**src/rtl/uart_rx.sv**
```systemverilog
// UART receiver: 2-FF input synchronizer, start-bit validation at mid-bit,
// LSB-first data shift, stop-bit check with one-cycle valid / frame_err strobes.
module uart_rx #(
    parameter int CLKS_PER_BIT = 868,
    parameter int DATA_BITS    = 8
) (
    input  logic                 clk,
    input  logic                 reset,
    input  logic                 rx,
    output logic [DATA_BITS-1:0] data_out,
    output logic                 valid,
    output logic                 frame_err,
    output logic                 busy
);
    localparam int CW = (CLKS_PER_BIT > 1) ? $clog2(CLKS_PER_BIT) : 1;
    localparam int BW = (DATA_BITS > 1) ? $clog2(DATA_BITS) : 1;
    localparam logic [CW-1:0] CNT_LAST = CW'(CLKS_PER_BIT - 1);
    localparam logic [CW-1:0] CNT_MID  = CW'(CLKS_PER_BIT / 2 - 1);
    localparam logic [BW-1:0] BIT_LAST = BW'(DATA_BITS - 1);

    typedef enum logic [2:0] {IDLE, START, DATA, STOP, WAIT_IDLE} state_t;

    state_t               state, state_n;
    logic                 rx_meta, rx_s;
    logic [CW-1:0]        clk_cnt, clk_cnt_n;
    logic [BW-1:0]        bit_idx, bit_idx_n;
    logic [DATA_BITS-1:0] shreg, shreg_n;
    logic [DATA_BITS-1:0] data_n;
    logic                 valid_n, ferr_n;

    always_ff @(posedge clk) begin
        if (reset) begin
            rx_meta <= 1'b1;
            rx_s    <= 1'b1;
        end else begin
            rx_meta <= rx;
            rx_s    <= rx_meta;
        end
    end

    always_ff @(posedge clk) begin
        if (reset) begin
            state     <= IDLE;
            clk_cnt   <= '0;
            bit_idx   <= '0;
            shreg     <= '0;
            data_out  <= '0;
            valid     <= 1'b0;
            frame_err <= 1'b0;
        end else begin
            state     <= state_n;
            clk_cnt   <= clk_cnt_n;
            bit_idx   <= bit_idx_n;
            shreg     <= shreg_n;
            data_out  <= data_n;
            valid     <= valid_n;
            frame_err <= ferr_n;
        end
    end

    always_comb begin
        state_n   = state;
        clk_cnt_n = clk_cnt;
        bit_idx_n = bit_idx;
        shreg_n   = shreg;
        data_n    = data_out;
        valid_n   = 1'b0;
        ferr_n    = 1'b0;
        case (state)
            IDLE: begin
                clk_cnt_n = '0;
                bit_idx_n = '0;
                if (!rx_s) state_n = START;
            end
            START: begin
                if (clk_cnt == CNT_MID) begin
                    clk_cnt_n = '0;
                    bit_idx_n = '0;
                    state_n   = rx_s ? IDLE : DATA;
                end else begin
                    clk_cnt_n = clk_cnt + 1'b1;
                end
            end
            DATA: begin
                if (clk_cnt == CNT_LAST) begin
                    clk_cnt_n = '0;
                    // New bit enters at the MSB so the first bit ends up in bit 0
                    shreg_n   = {rx_s, shreg[DATA_BITS-1:1]};
                    if (bit_idx == BIT_LAST) begin
                        bit_idx_n = '0;
                        state_n   = STOP;
                    end else begin
                        bit_idx_n = bit_idx + 1'b1;
                    end
                end else begin
                    clk_cnt_n = clk_cnt + 1'b1;
                end
            end
            STOP: begin
                if (clk_cnt == CNT_LAST) begin
                    clk_cnt_n = '0;
                    if (rx_s) begin
                        data_n  = shreg;
                        valid_n = 1'b1;
                        state_n = IDLE;
                    end else begin
                        ferr_n  = 1'b1;
                        state_n = WAIT_IDLE;
                    end
                end else begin
                    clk_cnt_n = clk_cnt + 1'b1;
                end
            end
            WAIT_IDLE: begin
                clk_cnt_n = '0;
                if (rx_s) state_n = IDLE;
            end
            default: state_n = IDLE;
        endcase
    end

    assign busy = (state != IDLE);

endmodule
```
**config.mk**
```make
export PLATFORM = sky130hd
export DESIGN_NAME = uart_rx
export DESIGN_NICKNAME = d
export VERILOG_FILES = /design/src/rtl/uart_rx.sv
export SDC_FILE = /design/constraint.sdc
export NUM_CORES = 1
export LEC_CHECK = 0
export ABC_AREA = 1
export BUFFER_PORTS_ARGS = -buffer_cell sky130_fd_sc_hd__buf_2
export CORE_ASPECT_RATIO = 1.4
export CORE_MARGIN = 2
export CORE_UTILIZATION = 46
export CTS_CLUSTER_SIZE = 40
export DETAILED_ROUTE_END_ITERATION = 8
export GPL_ROUTABILITY_DRIVEN = 0
export PLACE_DENSITY_LB_ADDON = 0.2
export SLEW_MARGIN = 20
export SYNTH_ARGS = -nofsm -noshare
export SYNTH_HDL_FRONTEND = slang
export SYNTH_SLANG_ARGS = --single-unit
export TNS_END_PERCENT = 20
```
**constraint.sdc**
```tcl
create_clock -name clk -period 3.1 [get_ports clk]
set_clock_uncertainty 0.2 [all_clocks]
set_input_delay 0.155 -clock clk [delete_from_list [all_inputs] [get_ports clk]]
set_output_delay 0.155 -clock clk [all_outputs]
set_load 0.1 [all_outputs]
```
==> metrics <==
outcome complete, no violations; first-pass GRT wire length 5800 um; Top Metal Used met4; Core ar. 3640 um2; vias per inst 4.84; Routed WL 3190 um; via count 1393; WL met1 1490 um; fin. max-slew vios 0; Min-Delay Startpoint rx_meta; Synth cell types 25; post-synthesis average cell area 7.70 um2; metal3 WL 123 um; Pleak 0.836 nW; Buffers on Ports 13; Post-Synth Simple-Gate Area 30.6%; Max H-tree Level 2; Seq/Total Area, Yosys 41.4%; DR WL met2 1510 um; Routed WL per cell 11.1 um; Placed Area 1810 um2; die area 4300 um2; relative slew slack 53.9%; Inserted Diodes 0; initial antenna violation count 0; Top-Level Pins 14; cts repair resizes 0; Critical Path End Type register; CTS root buf clkbuf_8; slowest stage cell, crit path dfxtp_1; crit path kind register to register; Iteration-0 DRC Markers 43; maxcap violations 0; clk_lat worst skew 0.29 ns; Worst Path Buf+Inv 0; hold_ws 0.219 ns; Synth Instances 226; worst r2r dst data_out[1]; largest family of logic cells by synthesized area simple AND/OR/NAND/NOR gates; RSZ-0062 raised after global routing false; register share of total power 42.9%; post-route minimum period 1.92 ns; WHS Path Cells 1; Critical Path RT 3.12 ns; Antenna Violating Nets Remaining 0; Max Clock Freq 0.522 GHz; fin nets 252; Rows 26; Comb pwr share 29.0%; residual DRC count 0; Clock Power Share 28.1%; GR Overflow Total 0; largest net degree at the start of global routing 23; slack of the worst reg-to-reg path 1.18 ns; Sink Count 36; CP top delay family simple AND/OR/NAND/NOR gates; share of cells above drive strength 1 23.6%; Worst path max stage delay 0.38 ns; mux contribution to synthesized area 0%; PwrDens 632 nW/um2; Max Root-Sink Buffers 2; area share of fa/ha/maj cells after synthesis 2.88%; Worst Path Arrival 1.94 ns; Sw Ratio 37.5%; Final Hold Vio Count 0; CP max FO 15; final instance area 1930 um2; Slew @ Worst Pin 0.691 ns; DP Wirelength 2340 um; TritonCTS clock tree yes; Worst setup SP type register; setup TNS 0 ns; DRT Pass-1 Iters 4; synthesized flop and latch total 36; clock slew at reported path FFs 0.08 ns; All-Layer GR Usage 16.9%; Post-Synthesis Cell Area 1740 um2; Compound-Gate Fraction of Synth Area 13.9%; total CTS buffers 5; YS warnings 0; CP Cell Sequence ha_1 > nand2_1 > nor2_2 > nand3_4 > nor2_4 > o21ai_0 > a21oi_1; Syn Nets 233; die height 76.8 um; Area Growth Syn to Fin 10.9%; Hold Path End rx_s; cell count along the critical path 7; Net Switching 0.000458 W; post-layout util 53.0%; Initial Utilization 47.7%; Setup violations, final 0; worst-case reg-to-reg path depth 7; vias in the first global route 1367; Int Power 0.000761 W; Tightest Hold Check Type register to register; peak supply drop 0.424 mV; Tot Pwr 0.00122 W; crit share post-route 61.9%; die width 56.0 um; RR Startpoint clk_cnt[0]; Synth Area in XOR/XNOR 1.01%
layer usage:
metal,track usage [%],vias up
met5,0,-
met4,7.14,0
met3,4.38,7
met2,28.8,22
met1,19.7,613
li1,-,751
Yosys cell counts:
cell      instances  area (um2)
nor2_1           23        86.3
nor2_4            6        67.6
or2_2             2        12.5
inv_1            29         109
inv_2             5        18.8
a21oi_2           5        43.8
buf_8             1        15.0
ha_1              4        50.1
o21ai_0          13        65.1
dfxtp_1          36         721
nand3_4           1        17.5
xnor2_1           1        8.76
nor3_1            8        40.0
nand2_2           6        37.5
nand3_2           1        10.0
nand2_1          41         154
xor2_1            1        8.76
nand3_1          13        65.1
a21oi_1          16        80.1
nor2_2            4        25.0
clkbuf_1          1        3.75
nor3_4            1        16.3
o21ai_2           6        52.6
buf_12            1        20.0
buf_6             1        11.3
cells by family (layout without fill, tap and decap cells):
| logic type | after synthesis | in the layout |
|---|---|---|
| buffers and inverters | 38 | 58 |
| adders and majority gates | 4 | 4 |
| xor gates and xnor gates | 2 | 2 |
| and+or+nand+nor | 106 | 106 |
| AOI/OAI and AO/OA | 40 | 40 |
| DFF | 36 | 36 |
repair_timing:
action | 4_1_cts | 5_1_grt
setup buffers | 0 | 0
setup endpoints to repair | 0 | 0
hold endpoints to repair | 5 | 0
hold buffers | 3 | 0
through the flow:
stage                     setup slack [ns]  cells
after floorplan                       1.46    226
after global placement                1.26    277
after detailed placement              1.19    277
after CTS                             1.18    288
after global routing                 0.935    288
final                                 1.18    288
sequential cells by signal, indices dropped and copies added, names as in the netlist:
register	flops
frame_err	1
data_out	8
shreg	8
valid	1
bit_idx	3
clk_cnt	10
rx_s	1
rx_meta	1
state	3
power by group through the flow:
| stage | clock network (W) | registers (W) | logic, W |
|---|---|---|---|
| finish | 0.000343 | 0.000523 | 0.000353 |
| global route | 0.000368 | 0.000528 | 0.000414 |
| CTS | 0.000354 | 0.000524 | 0.000357 |
| detailed placement | 0 | 0.000535 | 0.000354 |
| global placement | 0 | 0.000534 | 0.000351 |
| floorplan | 0 | 0.000529 | 0.000305 |
worst max path at each step:
stage | slack [ns] | to | start
floorplan | 1.46 | data_out[5] | clk_cnt[0]
global placement | 1.26 | data_out[2] | clk_cnt[0]
detailed placement | 1.19 | data_out[1] | clk_cnt[0]
CTS | 1.18 | data_out[1] | clk_cnt[0]
global route | 0.94 | data_out[1] | clk_cnt[0]
finish | 1.18 | data_out[1] | clk_cnt[0]
final cells by class:
| type | count | area (um2) |
|---|---|---|
| clock inverters | 3 | 23.8 |
| flip-flops and latches | 36 | 721 |
| multi-input cells | 152 | 841 |
| clock buffers | 5 | 68.8 |
| fillers | 368 | 1710 |
| repair buffers | 16 | 95.1 |
| inverters | 34 | 128 |
| well taps | 42 | 52.6 |
placed cells by master (no fill, tap or decap), types with 2 or more instances in the layout:
| cell type | synthesis | final |
|---|---|---|
| a21oi_1 | 16 | 16 |
| a21oi_2 | 5 | 5 |
| buf_2 | 0 | 13 |
| clkbuf_8 | 0 | 5 |
| clkinvlp_4 | 0 | 2 |
| dfxtp_1 | 36 | 36 |
| dlygate4sd3_1 | 0 | 3 |
| ha_1 | 4 | 4 |
| inv_1 | 29 | 29 |
| inv_2 | 5 | 5 |
| nand2_1 | 41 | 41 |
| nand2_2 | 6 | 6 |
| nand3_1 | 13 | 13 |
| nor2_1 | 23 | 23 |
| nor2_2 | 4 | 4 |
| nor2_4 | 6 | 6 |
| nor3_1 | 8 | 8 |
| o21ai_0 | 13 | 13 |
| o21ai_2 | 6 | 6 |
| or2_2 | 2 | 2 |
worst register-to-register path, delay by kind of cell, from the launching register on:
kind	cells	cell delay [ns]
simple gates	4	0.73
flops	1	0.38
fa+ha+maj	1	0.23
compound gates	2	0.30
(Power assumes the default switching activity.)
